==> src/rtl/riscv_pkg.sv <==
// Shared fetch-stage types and constants: XLEN, reset PC, alignment mask,
// fetch FSM state and the {pc, instr} queue entry.
package riscv_pkg;

    localparam int unsigned XLEN = 32;
    localparam logic [XLEN-1:0] RESET_PC_DEFAULT = 32'h0000_0000;
    localparam logic [1:0] INSTR_ALIGN_MASK = 2'b11;

    typedef enum logic [0:0] {
        RUN   = 1'b0,
        FAULT = 1'b1
    } fetch_state_t;

    typedef struct packed {
        logic [XLEN-1:0] pc;
        logic [XLEN-1:0] instr;
    } fetch_entry_t;

    function automatic logic is_aligned(input logic [XLEN-1:0] addr);
        return (addr[1:0] & INSTR_ALIGN_MASK) == 2'b00;
    endfunction

endpackage

==> src/rtl/fetch_queue.sv <==
// Generic circular-buffer FIFO with push, pop and flush; head data reads as
// zero while empty.
module fetch_queue #(
    parameter int unsigned DEPTH = 2,
    parameter int unsigned WIDTH = 64
) (
    input  logic                     clk,
    input  logic                     reset,
    input  logic                     push,
    input  logic                     pop,
    input  logic                     flush,
    input  logic [WIDTH-1:0]         wdata,
    output logic [WIDTH-1:0]         rdata,
    output logic                     full,
    output logic                     empty,
    output logic [$clog2(DEPTH):0]   count
);

    localparam int unsigned PW = $clog2(DEPTH);
    localparam logic [PW:0] FULL_CNT = (PW+1)'(DEPTH);

    logic [WIDTH-1:0] mem [DEPTH];
    logic [PW-1:0]    rd_ptr;
    logic [PW-1:0]    wr_ptr;

    // Pointers wrap naturally because DEPTH is a power of two.
    always_ff @(posedge clk or negedge reset) begin
        if (!reset) begin
            rd_ptr <= '0;
            wr_ptr <= '0;
            count  <= '0;
        end else if (flush) begin
            rd_ptr <= '0;
            wr_ptr <= '0;
            count  <= '0;
        end else begin
            if (push) wr_ptr <= wr_ptr + 1'b1;
            if (pop)  rd_ptr <= rd_ptr + 1'b1;
            case ({push, pop})
                2'b10:   count <= count + 1'b1;
                2'b01:   count <= count - 1'b1;
                default: ;
            endcase
        end
    end

    always_ff @(posedge clk) begin
        if (push && !flush) mem[wr_ptr] <= wdata;
    end

    assign empty = (count == '0);
    assign full  = (count == FULL_CNT);
    assign rdata = empty ? '0 : mem[rd_ptr];

endmodule

==> src/rtl/fetch_unit.sv <==
// Instruction fetch front end: owns the PC, captures {pc, instr} pairs into a
// small queue for decode, and handles redirects and fetch faults.
module fetch_unit
    import riscv_pkg::*;
#(
    parameter logic [31:0] RESET_PC   = RESET_PC_DEFAULT,
    parameter logic [31:0] IMEM_BYTES = 32'd4096,
    parameter int unsigned FIFO_DEPTH = 2
) (
    input  logic        clk,
    input  logic        reset,
    output logic [31:0] imem_addr,
    input  logic [31:0] imem_rdata,
    input  logic        redirect_valid,
    input  logic [31:0] redirect_target,
    output logic        if_valid,
    input  logic        if_ready,
    output logic [31:0] if_pc,
    output logic [31:0] if_instr,
    output logic        fault,
    output logic [31:0] fault_addr
);

    fetch_state_t state;
    logic [31:0]  pc;
    fetch_entry_t wentry;
    fetch_entry_t head;
    logic         q_full;
    logic         q_empty;
    logic [$clog2(FIFO_DEPTH):0] q_count;
    logic         push;
    logic         pop;
    logic         flush;
    logic         pc_in_range;
    logic         target_ok;

    assign pc_in_range = (pc < IMEM_BYTES);
    assign target_ok   = is_aligned(redirect_target) && (redirect_target < IMEM_BYTES);
    assign pop         = if_valid & if_ready;

    // Redirect outranks both push and pop: a same-cycle pop is squashed by the flush.
    always_comb begin
        push  = 1'b0;
        flush = 1'b0;
        if (state == RUN) begin
            if (redirect_valid) flush = 1'b1;
            else                push  = pc_in_range & (!q_full | pop);
        end
    end

    always_ff @(posedge clk or negedge reset) begin
        if (!reset) begin
            state      <= RUN;
            pc         <= RESET_PC;
            fault      <= 1'b0;
            fault_addr <= '0;
        end else if (state == RUN) begin
            if (redirect_valid) begin
                if (target_ok) begin
                    pc <= redirect_target;
                end else begin
                    state      <= FAULT;
                    fault      <= 1'b1;
                    fault_addr <= redirect_target;
                end
            end else if (!pc_in_range) begin
                state      <= FAULT;
                fault      <= 1'b1;
                fault_addr <= pc;
            end else if (push) begin
                pc <= pc + 32'd4;
            end
        end
    end

    assign wentry = '{pc: pc, instr: imem_rdata};

    fetch_queue #(
        .DEPTH (FIFO_DEPTH),
        .WIDTH ($bits(fetch_entry_t))
    ) u_queue (
        .clk   (clk),
        .reset (reset),
        .push  (push),
        .pop   (pop),
        .flush (flush),
        .wdata (wentry),
        .rdata (head),
        .full  (q_full),
        .empty (q_empty),
        .count (q_count)
    );

    assign imem_addr = pc;
    assign if_valid  = (q_count != '0);
    assign if_pc     = head.pc;
    assign if_instr  = head.instr;

    a_empty_consistent: assert property (
        @(posedge clk) disable iff (!reset) q_empty == (q_count == '0)
    );

endmodule

==> config.mk <==
export PLATFORM = sky130hd
export DESIGN_NAME = fetch_unit
export DESIGN_NICKNAME = d
export VERILOG_FILES = /design/src/rtl/riscv_pkg.sv /design/src/rtl/fetch_queue.sv /design/src/rtl/fetch_unit.sv
export SDC_FILE = /design/constraint.sdc
export NUM_CORES = 1
export LEC_CHECK = 0
export BUFFER_PORTS_ARGS = -buffer_cell sky130_fd_sc_hd__buf_4
export CAP_MARGIN = 5
export CORE_ASPECT_RATIO = 0.5
export CORE_MARGIN = 4
export CORE_UTILIZATION = 53
export CTS_CLUSTER_SIZE = 10
export DETAILED_ROUTE_END_ITERATION = 8
export GPL_TIMING_DRIVEN = 0
export MAX_ROUTING_LAYER = met4
export PLACE_DENSITY = 0.79
export SYNTH_ARGS = -nofsm -noshare
export SYNTH_HDL_FRONTEND = slang
export SYNTH_SLANG_ARGS = --single-unit
==> constraint.sdc <==
create_clock -name clk -period 6.9 [get_ports clk]
set_clock_uncertainty 0.1 [all_clocks]
set_input_delay 0.69 -clock clk [delete_from_list [all_inputs] [get_ports clk]]
set_output_delay 0.69 -clock clk [all_outputs]
set_load 0.01 [all_outputs]
==> impl_results.md, run 1 <==
- Status: finished clean
- Final setup fails: 0
- Worst Setup Path Type: reg2out
- Post-DP HPWL: 13.9 mm
- Delay-heaviest family, CP: buffers and inverters
- Hold WC Path Type: in2async
- Vias in the first global route: 5433
- Critical-path top delay cell: clkbuf_1
- Initial DRC Count: 306
- Drt via density: 5.31
- Fill count: 996
- Crit Path Max Fanout: 10
- CTS tree: built
- Layout area overhead: 30.1%
- Gpl congestion: 0.842
- Post-layout minimum cycle time: 3.26 ns
- Period utilisation layout: 47.3%
- Syn_nets: 632
- Largest net degree at the start of global routing: 71
- Post-Synthesis Cells: 563
- Die outline height: 95.9 microns
- Crit path depth: 5
- Overall routing resource usage: 22.6%
- Vias: 5320
- Worst slack, placed: 3.85 ns
- CP max stage delay: 0.61 ns
- H-Tree Depth: 4
- Initial antenna violation count: 0
- Area contributors post-synth: edfxtp_1 (47%), dfrtp_1 (21%), mux2i_1 (8.7%), mux2_2 (7.2%), nor2_1 (3.3%)
- Arrival time at the worst endpoint: 2.47 ns
- Finished Cell Area: 10600 sq um
- Worst-path cell chain: clkbuf_1, clkbuf_1, mux2i_1, nor2_1, buf_4
- Antenna Cells: 0
- IO buf count: 197
- Average cell area after synthesis: 14.5 sq um
- Post-cts sizing count: 0
- Setup ws final: 3.64 ns
- Ys async rst share: 35.4%
- P per Cell Area: 222 nW/um^2
- Crit end category: output port
- DRC Markers: 0
- Count of state elements after synthesis: 198
- Total clock sinks: 198
- VDD IR max: 0.000158 V
- Total CTS buffers: 17
- Post-CTS Setup Bufs: 0
- Max frequency: 306 MHz
- Most frequent cells in the layout: buf_4 (198), edfxtp_1 (128), nor2_1 (72)
- Final wirelength: 19.0 mm
- RSZ-0062 raised after global routing: no
- Core area: 14800 sq um
- Hold Fails Final Rpt: 0
- Post-synth EDFFs: 128
- Worst path bufs/invs: 3
- Max layer used: met4
- Die ar.: 17600 sq um
- Most used DFF post-synth: edfxtp_1
- Total gr overflow: 0
- Sequential-to-total area share from yosys stat: 68.4%
- Final core utilization: 72.0%
- Share of cells above drive strength 1: 39.1%
- Pre-Repair DR Iteration Count: 4
- Yosys cell types: 45
- Most used cell, CP: clkbuf_1
- Effective utilization at floorplan: 55.4%
- Commonest non-fill, non-tap cell in the layout: buf_4
- Worst R2R Setup Slack: 3.87 ns
- Root Buffer Master: clkbuf_16
- Yosys Warn Count: 0
- Leak: 0.00421 uW
- Rows: 31
- Design Power: 2370 uW
- Met3 WL: 1.33 mm
- Worst-Margin Slew: 0.898 ns
- Number of nets with antenna violations after routing: 0
- Syn Std Cell Area: 8180 sq um
- Synth top area share: 47.0%
- Clock latency at the later pin of the worst-skew pair: 0.42 ns
- Cell taking the most area after synthesis: edfxtp_1
- Clock-pin slew on the worst setup and hold paths: 0.07 ns
- MaxCap Viol Count: 0
- Critical Path Start Type: register
- RR Startpoint: imem_addr[29]
- Rel. slew slack: 40.1%
- Boundary Pins: 198
- Number of nets in the layout: 860
- Wl on met1: 8.51 mm
- CTS Buffer Depth: 2
- Hold Buf Count CTS: 0
- WL/cell: 19.0 microns
- First-pass GRT wire length: 29.3 mm
- Die width: 184 microns
- Area after DPL: 10100 sq um
- Setup TNS: 0 ns
- Crit path from: u_queue.rd_ptr
- WP data required: 6.11 ns
- Worst Reg-to-Reg Cells: 7
- Routed length on met2: 8.91 mm
- Slew Viols, Final: 0
-- per-layer routing --
metal	GRT usage, %	up-vias
met5	-	-
met4	6.64	0
met3	4.49	25
met2	34.6	194
met1	31.2	2597
li1	-	2504
-- cell families (layout without fill, tap and decap cells) --
| family | after synthesis | after routing | share of synthesized area [%] |
|---|---|---|---|
| fa+ha+maj | 1 | 1 | 0.153 |
| flops | 198 | 198 | 68.4 |
| buf+inv | 42 | 282 | 2.26 |
| mux | 126 | 126 | 16.4 |
| compound gates | 43 | 43 | 3.47 |
| simple gates | 150 | 150 | 9.01 |
| xor+xnor | 3 | 3 | 0.321 |
-- state kept, by name, indices dropped and copies added, names as in the netlist --
signal / count
imem_addr: 32
u_queue.wr_ptr: 1
fault_addr: 32
fault: 1
u_queue.rd_ptr: 1
state: 1
u_queue.count: 2
u_queue.mem: 128
-- cell usage after synthesis (3+ instances only) --
library cell  count
clkbuf_1         19
and3_1            3
o2bb2ai_1         3
inv_1            13
edfxtp_1        128
o21ai_0          15
and2_1           20
or2_2             4
nand2b_1          3
mux2_2           52
mux2_4            3
a21oi_1           8
dfrtp_1          70
buf_2             4
nor4_1            6
mux2i_1          71
a22o_1            3
nor2_1           72
nor3_1            8
xnor2_1           3
nor4_2            3
nand2_1          16
buf_1             3
nand3_1           5
-- final timing paths --
path,to
max,if_pc[17]
min,imem_addr[2]
max reg2reg,u_queue.mem[0][11]
min reg2reg,fault
max in group asynchronous,fault_addr[30]
min in group clk,u_queue.mem[1][22]
-- metrics by stage --
stage | instances | hold slack (ns)
floorplan | 563 | 0.294
global placement | 958 | 0.360
detailed placement | 970 | 0.361
CTS | 1001 | 0.309
global route | 1001 | 0.323
finish | 1001 | 0.286
-- where the power goes --
part,switching (uW),internal [uW],total (uW)
Sequential,6.05,1270,1270
Combinational,44.0,54.0,98.0
Clock,451,546,996
Total,501,1870,2370
-- layout make-up --
type | instances | area (sq um) | area share [%]
buffer | 29 | 136 | 1.28
clock buffer | 17 | 425 | 4.00
clock inverter | 14 | 166 | 1.56
inverter | 13 | 48.8 | 0.458
multi-input combinational | 323 | 2410 | 22.6
sequential | 198 | 5600 | 52.6
tap | 198 | 248 | 2.33
timing repair buffer | 209 | 1610 | 15.2
(Power assumes the default switching activity.)
==> run 2, diff against run 1 <==
- ABC_AREA: default -> 1
- CORE_UTILIZATION: 53 -> 48
- PLACE_DENSITY: 0.79 -> 0.76
- clock period: 6.9 -> 2.86 ns (I/O delays scaled with it)
==> run 2 against run 1 <==
  * Via count up 20%
  * Synthesized cell count up 40%
  * Register-to-register slack worse by 3.3 ns
  * Non-clock buffer count up 33
  * Area after synthesis down 1.1%
  * Largest cell class unchanged
  * Clock power up 140%
  * Sequential power up 140%
  * Die area up 8.6%
  * Worst hold slack worse by 0.18 ns
  * Critical path depth up 1
  * Highest routed layer unchanged
  * Combinational power rose to 3.6 times the previous value
==> impl_results.md, run 2 <==
- Status: finished clean
- Boundary Pins: 198
- WP data required: 2.47 ns
- Clock latency at the later pin of the worst-skew pair: 0.41 ns
- Worst-path cell chain: inv_1, clkbuf_1, buf_1, nand2_1, a21oi_1, buf_4
- Number of nets with antenna violations after routing: 0
- Most frequent cells in the layout: nand2_1 (322), buf_4 (198), edfxtp_1 (128)
- CTS tree: built
- Post-DP HPWL: 15.1 mm
- Worst R2R Setup Slack: 0.57 ns
- Post-synth EDFFs: 128
- Post-CTS Setup Bufs: 0
- DRC Markers: 0
- Pre-Repair DR Iteration Count: 6
- Critical Path Start Type: register
- Cell taking the most area after synthesis: edfxtp_1
- Final Instance Count excl. Fillers: 1282
- Number of nets in the layout: 1111
- Period utilisation layout: 94.4%
- Crit end category: output port
- Worst Reg-to-Reg Cells: 6
- Synth cell count leaders: nand2_1 (322), edfxtp_1 (128), dfrtp_1 (70), a21oi_1 (65), nor2_1 (55)
- Ys async rst share: 35.4%
- Post-Synthesis Cells: 789
- Worst Setup Path Type: reg2out
- Syn_nets: 858
- CP max stage delay: 0.46 ns
- Gpl congestion: 0.863
- Largest net degree at the start of global routing: 71
- Leak: 0.00475 uW
- Delay-heaviest family, CP: buffers and inverters
- MaxCap Viol Count: 0
- Effective utilization at floorplan: 49.2%
- Max frequency: 370 MHz
- Vias: 6386
- RSZ-0062 raised after global routing: no
- Rows: 33
- Largest Register: u_queue.mem
- Post-layout minimum cycle time: 2.70 ns
- Total CTS buffers: 17
- Die width: 192 microns
- Core area: 16400 sq um
- IO buf count: 197
- Most common cell in the synthesized netlist: nand2_1
- Hold Path Stages: 5
- Initial DRC Count: 507
- Die ar.: 19100 sq um
- Synth top area share: 47.5%
- P per Cell Area: 536 nW/um^2
- Clock-pin slew on the worst setup and hold paths: 0.07 ns
- Total gr overflow: 0
- Setup ws final: 0.161 ns
- Final wirelength: 21.4 mm
- Die outline height: 99.8 microns
- Post-Place Cells: 1217
- Most used DFF post-synth: edfxtp_1
- Worst-Margin Slew: 0.877 ns
- Hold Fails Final Rpt: 0
- Initial antenna violation count: 0
- Vias in the first global route: 6341
- Layout area overhead: 34.3%
- Share of cells above drive strength 1: 24.2%
- Crit path depth: 6
- Commonest non-fill, non-tap cell in the layout: nand2_1
- Yosys Warn Count: 0
- Syn Std Cell Area: 8090 sq um
- Overall routing resource usage: 23.5%
- Area contributors post-synth: edfxtp_1 (48%), dfrtp_1 (22%), nand2_1 (15%), a21oi_1 (4.0%), o21ai_0 (2.8%)
- Yosys cell types: 29
- Count of state elements after synthesis: 198
- Slew Viols, Final: 0
- Root Buffer Master: clkbuf_16
- Critical-path top delay cell: buf_1
- Hold WC Path Type: in2reg
- Sequential-to-total area share from yosys stat: 69.2%
- H-Tree Depth: 4
- WL/cell: 16.7 microns
- Worst path bufs/invs: 4
- Rel. slew slack: 41.6%
- Final setup fails: 0
- Max reg flops: 128
- VDD IR max: 0.000425 V
- First-pass GRT wire length: 34.0 mm
- Worst slack, placed: 0.580 ns
- Average cell area after synthesis: 10.3 sq um
- Drt via density: 4.98
- Arrival time at the worst endpoint: 2.31 ns
- Crit Path Max Fanout: 10
- Total clock sinks: 198
- Antenna Cells: 0
- CTS Buffer Depth: 2
run 2: timing repair:
| item | CTS | global route |
|---|---|---|
| setup endpoints to repair | 0 | 2 |
| hold buffers | 33 | 0 |
| hold endpoints to repair | 134 | 0 |
| gates resized for setup | 0 | 2 |
run 2: worst paths after layout:
kind,from,to
worst max-delay path,u_queue.rd_ptr,if_instr[10]
worst min-delay path,redirect_target[30],fault_addr[30]
worst max register to register,imem_addr[29],u_queue.mem[0][45]
worst min register to register,fault,fault
max in group asynchronous,reset,u_queue.count[0]
min in group asynchronous,reset,fault
run 2: layout make-up:
type                            instances  area, sq um
Sequential cell                       198         5600
Fill cell                            1285         5570
Multi-Input combinational cell        512         2150
Timing Repair Buffer                  234         1890
Clock buffer                           17          425
Tap cell                              227          284
Buffer                                 37          194
Inverter                               42          165
Clock inverter                         15          163
run 2: logic make-up after synthesis:
group	share of synthesized area (%)
AND/OR/NAND/NOR	19.2
buffers and inverters	4.42
flip-flops	69.2
adder cells (fa/ha/maj)	0.155
AO/OA/AOI/OAI	7.04
run 2: routing by layer:
layer,vias up,global-route usage (%),share of wire [%]
met3,25,3.27,5.3
met4,0,6.12,1.5
met2,214,36.2,48
met5,-,-,0
li1,3094,-,-
met1,3053,33.6,46
run 2: where the power goes:
group / switching (uW) / internal [uW] / total (uW) / leakage [uW]
Combinational: 185 / 165 / 350 / 0.00273
Clock: 1080 / 1310 / 2390 / 0.000294
Sequential: 20.6 / 3060 / 3080 / 0.00173
run 2: through the flow:
step | setup TNS (ns) | hold WS (ns) | utilization, % | total power, uW | cell area, sq um
after floorplan | -37.42 | -0.110 | - | 3260 | 8090
after global placement | -172.68 | 0.353 | 60.0 | 3450 | 9860
after detailed placement | 0 | 0.356 | 60.5 | 3460 | 9950
after CTS | 0 | 0.0884 | 66.1 | 5860 | 10900
after global routing | 0 | 0.102 | 66.1 | 6030 | 10900
final | 0 | 0.102 | 66.1 | 5830 | 10900
run 2: worst min-delay path, delay by kind of cell:
kind,cells,cell delay [ns]
buffers and inverters,1,0.09
AO/OA/AOI/OAI,1,0.06
AND/OR/NAND/NOR,3,0.15
==> run 3, diff against run 2 <==
--- a/config.mk
+++ b/config.mk
@@ -15,4 +15,5 @@
 export DETAILED_ROUTE_END_ITERATION = 8
 export GPL_TIMING_DRIVEN = 0
+export HOLD_SLACK_MARGIN = 0.1
 export MAX_ROUTING_LAYER = met4
 export PLACE_DENSITY = 0.76
==> constraint.sdc (replaced) <==
create_clock -name clk -period 2.86 [get_ports clk]
set_clock_uncertainty 0.1 [all_clocks]
set_input_delay 0.429 -clock clk [delete_from_list [all_inputs] [get_ports clk]]
set_output_delay 0.429 -clock clk [all_outputs]
set_load 0.01 [all_outputs]
==> run 3 against run 2 <==
  * Wire length decreased by 0.67%
  * Via count shrank 0.17%
  * Setup slack lost 0.027 ns
  * Sequential power about the same
  * Worst hold slack improved by 0.017 ns
  * Critical path type unchanged
==> impl_results.md, run 3 (same netlist as run 2, synthesis figures left out) <==
- Status: finished clean
- Leak: 0.00476 uW
- Post-layout minimum cycle time: 2.73 ns
- Overall routing resource usage: 23.4%
- R2r endpoint: u_queue.mem[0][45]
- Effective utilization at floorplan: 49.2%
- Sw Ratio: 22.0%
- Die width: 192 microns
- Finished Cell Area: 10900 sq um
- Vias: 6375
- Worst Setup Path Type: reg2out
- Vias in the first global route: 6327
- First-pass GRT wire length: 33.9 mm
- Drt via density: 4.98
- Post-DP HPWL: 15.1 mm
- Clk pwr share: 41.1%
- Total CTS buffers: 17
- VDD IR max: 0.000423 V
- Number of nets in the layout: 1110
- Rows: 33
- Layout area overhead: 34.3%
- Cell Int Power: 4540 uW
- Die ar.: 19100 sq um
- Boundary Pins: 198
- Initial DRC Count: 467
- Final setup fails: 0
- Die outline height: 99.8 microns
- Period utilisation layout: 95.3%
- Antenna Cells: 0
- Share of cells above drive strength 1: 24.6%
- Arrival time at the worst endpoint: 2.20 ns
- Critical Path Start Type: register
- Initial antenna violation count: 0
- Max frequency: 367 MHz
- Final Instance Count excl. Fillers: 1281
- CTS Buffer Depth: 2
- Total gr overflow: 0
- Worst R2R Setup Slack: 0.57 ns
- RR Startpoint: imem_addr[29]
- Design Power: 5820 uW
- Most frequent cells in the layout: nand2_1 (322), buf_4 (198), edfxtp_1 (128)
- Gpl congestion: 0.863
- Max reg flops: 128
- Crit end category: output port
- Slew Viols, Final: 0
- Largest net degree at the start of global routing: 71
- Clock latency at the later pin of the worst-skew pair: 0.42 ns
- Number of nets with antenna violations after routing: 0
- Worst slack, placed: 0.437 ns
- P per Cell Area: 536 nW/um^2
- Area after DPL: 9950 sq um
- Critical Path End: if_instr[29]
- Post-Place Cells: 1217
- Comb pwr share: 6.0%
- Flop pwr share: 52.9%
- WP data required: 2.33 ns
- Crit path from: u_queue.rd_ptr
- MaxCap Viol Count: 0
- Pre-Repair DR Iteration Count: 5
- DRC Markers: 0
- Hold Fails Final Rpt: 0
- Core area: 16400 sq um
- Commonest non-fill, non-tap cell in the layout: nand2_1
- Setup ws final: 0.134 ns
- IO buf count: 197
- Worst-Margin Slew: 0.888 ns
- H-Tree Depth: 4
- Root Buffer Master: clkbuf_16
- Worst Reg-to-Reg Cells: 6
- Total clock sinks: 198
- Switch Pwr: 1280 uW
- Rel. slew slack: 40.8%
- Largest Register: u_queue.mem
- Final wirelength: 21.3 mm
- CTS tree: built
- Clock-pin slew on the worst setup and hold paths: 0.07 ns
- WL/cell: 16.6 microns
- Hold WC Path Type: in2reg
- Crit Path Max Fanout: 10
==> run 3: cell count changes in the layout (fill, tap and decap cells not counted), sizes merged <==
cell,delta
clkbuf,+1
buf,-1
dlygate4sd3,-1
==> run 3: power groups by stage <==
| stage | logic, uW | registers, uW | clock network, uW |
|---|---|---|---|
| final | 349 | 3080 | 2390 |
| after global routing | 389 | 3090 | 2560 |
| after CTS | 349 | 3080 | 2430 |
| after detailed placement | 313 | 3140 | 0 |
| after global placement | 306 | 3140 | 0 |
| after floorplan | 111 | 3150 | 0 |
==> run 3: through the flow <==
stage,hold slack [ns],setup TNS (ns),utilization [%]
2_1_floorplan,0.0334,-37.42,-
3_3_place_gp,0.353,-191.13,60.0
3_5_place_dp,0.356,0,60.5
4_1_cts,0.101,0,66.1
5_1_grt,0.104,-0.00544,66.1
6_report,0.119,0,66.1
==> run 3: what timing repair did <==
action,in CTS,in global routing
buffers inserted,0,0
endpoints found under the setup margin,0,56
hold buffers,32,0
gates resized for setup,0,9
hold endpoints to repair,132,0
==> run 3: worst min path at each step <==
stage                         startpoint                  to  slack [ns]  cells past startpoint
after global placement             fault               fault        0.35                      1
after global routing      imem_rdata[17]  u_queue.mem[1][17]        0.10                      1
final                     imem_rdata[17]  u_queue.mem[1][17]        0.12                      1
after floorplan                    reset               fault        0.03                      0
after CTS                 imem_rdata[17]  u_queue.mem[1][17]        0.10                      1
after detailed placement           fault               fault        0.36                      1
==> run 3: per-layer routing <==
metal | routed length [microns] | global-route usage [%]
met5 | 0 | -
met4 | 337 | 6.40
met3 | 1240 | 3.16
met2 | 10100 | 35.7
met1 | 9630 | 33.7
==> run 3: final cells by class <==
| cell class | instances | area, sq um |
|---|---|---|
| sequential | 198 | 5600 |
| fill | 1287 | 5570 |
| multi-input combinational | 512 | 2150 |
| timing repair buffer | 233 | 1880 |
| clock buffer | 17 | 425 |
| tap | 227 | 284 |
| buffer | 37 | 199 |
| inverter | 42 | 165 |
| clock inverter | 15 | 163 |
==> run 3: critical path: stages, from the launching register on <==
cell and delay [ns]:
dfrtp_1 0.38, inv_1 0.09, clkbuf_1 0.45, clkbuf_1 0.44
nand2_1 0.11, a21oi_1 0.16, buf_4 0.14
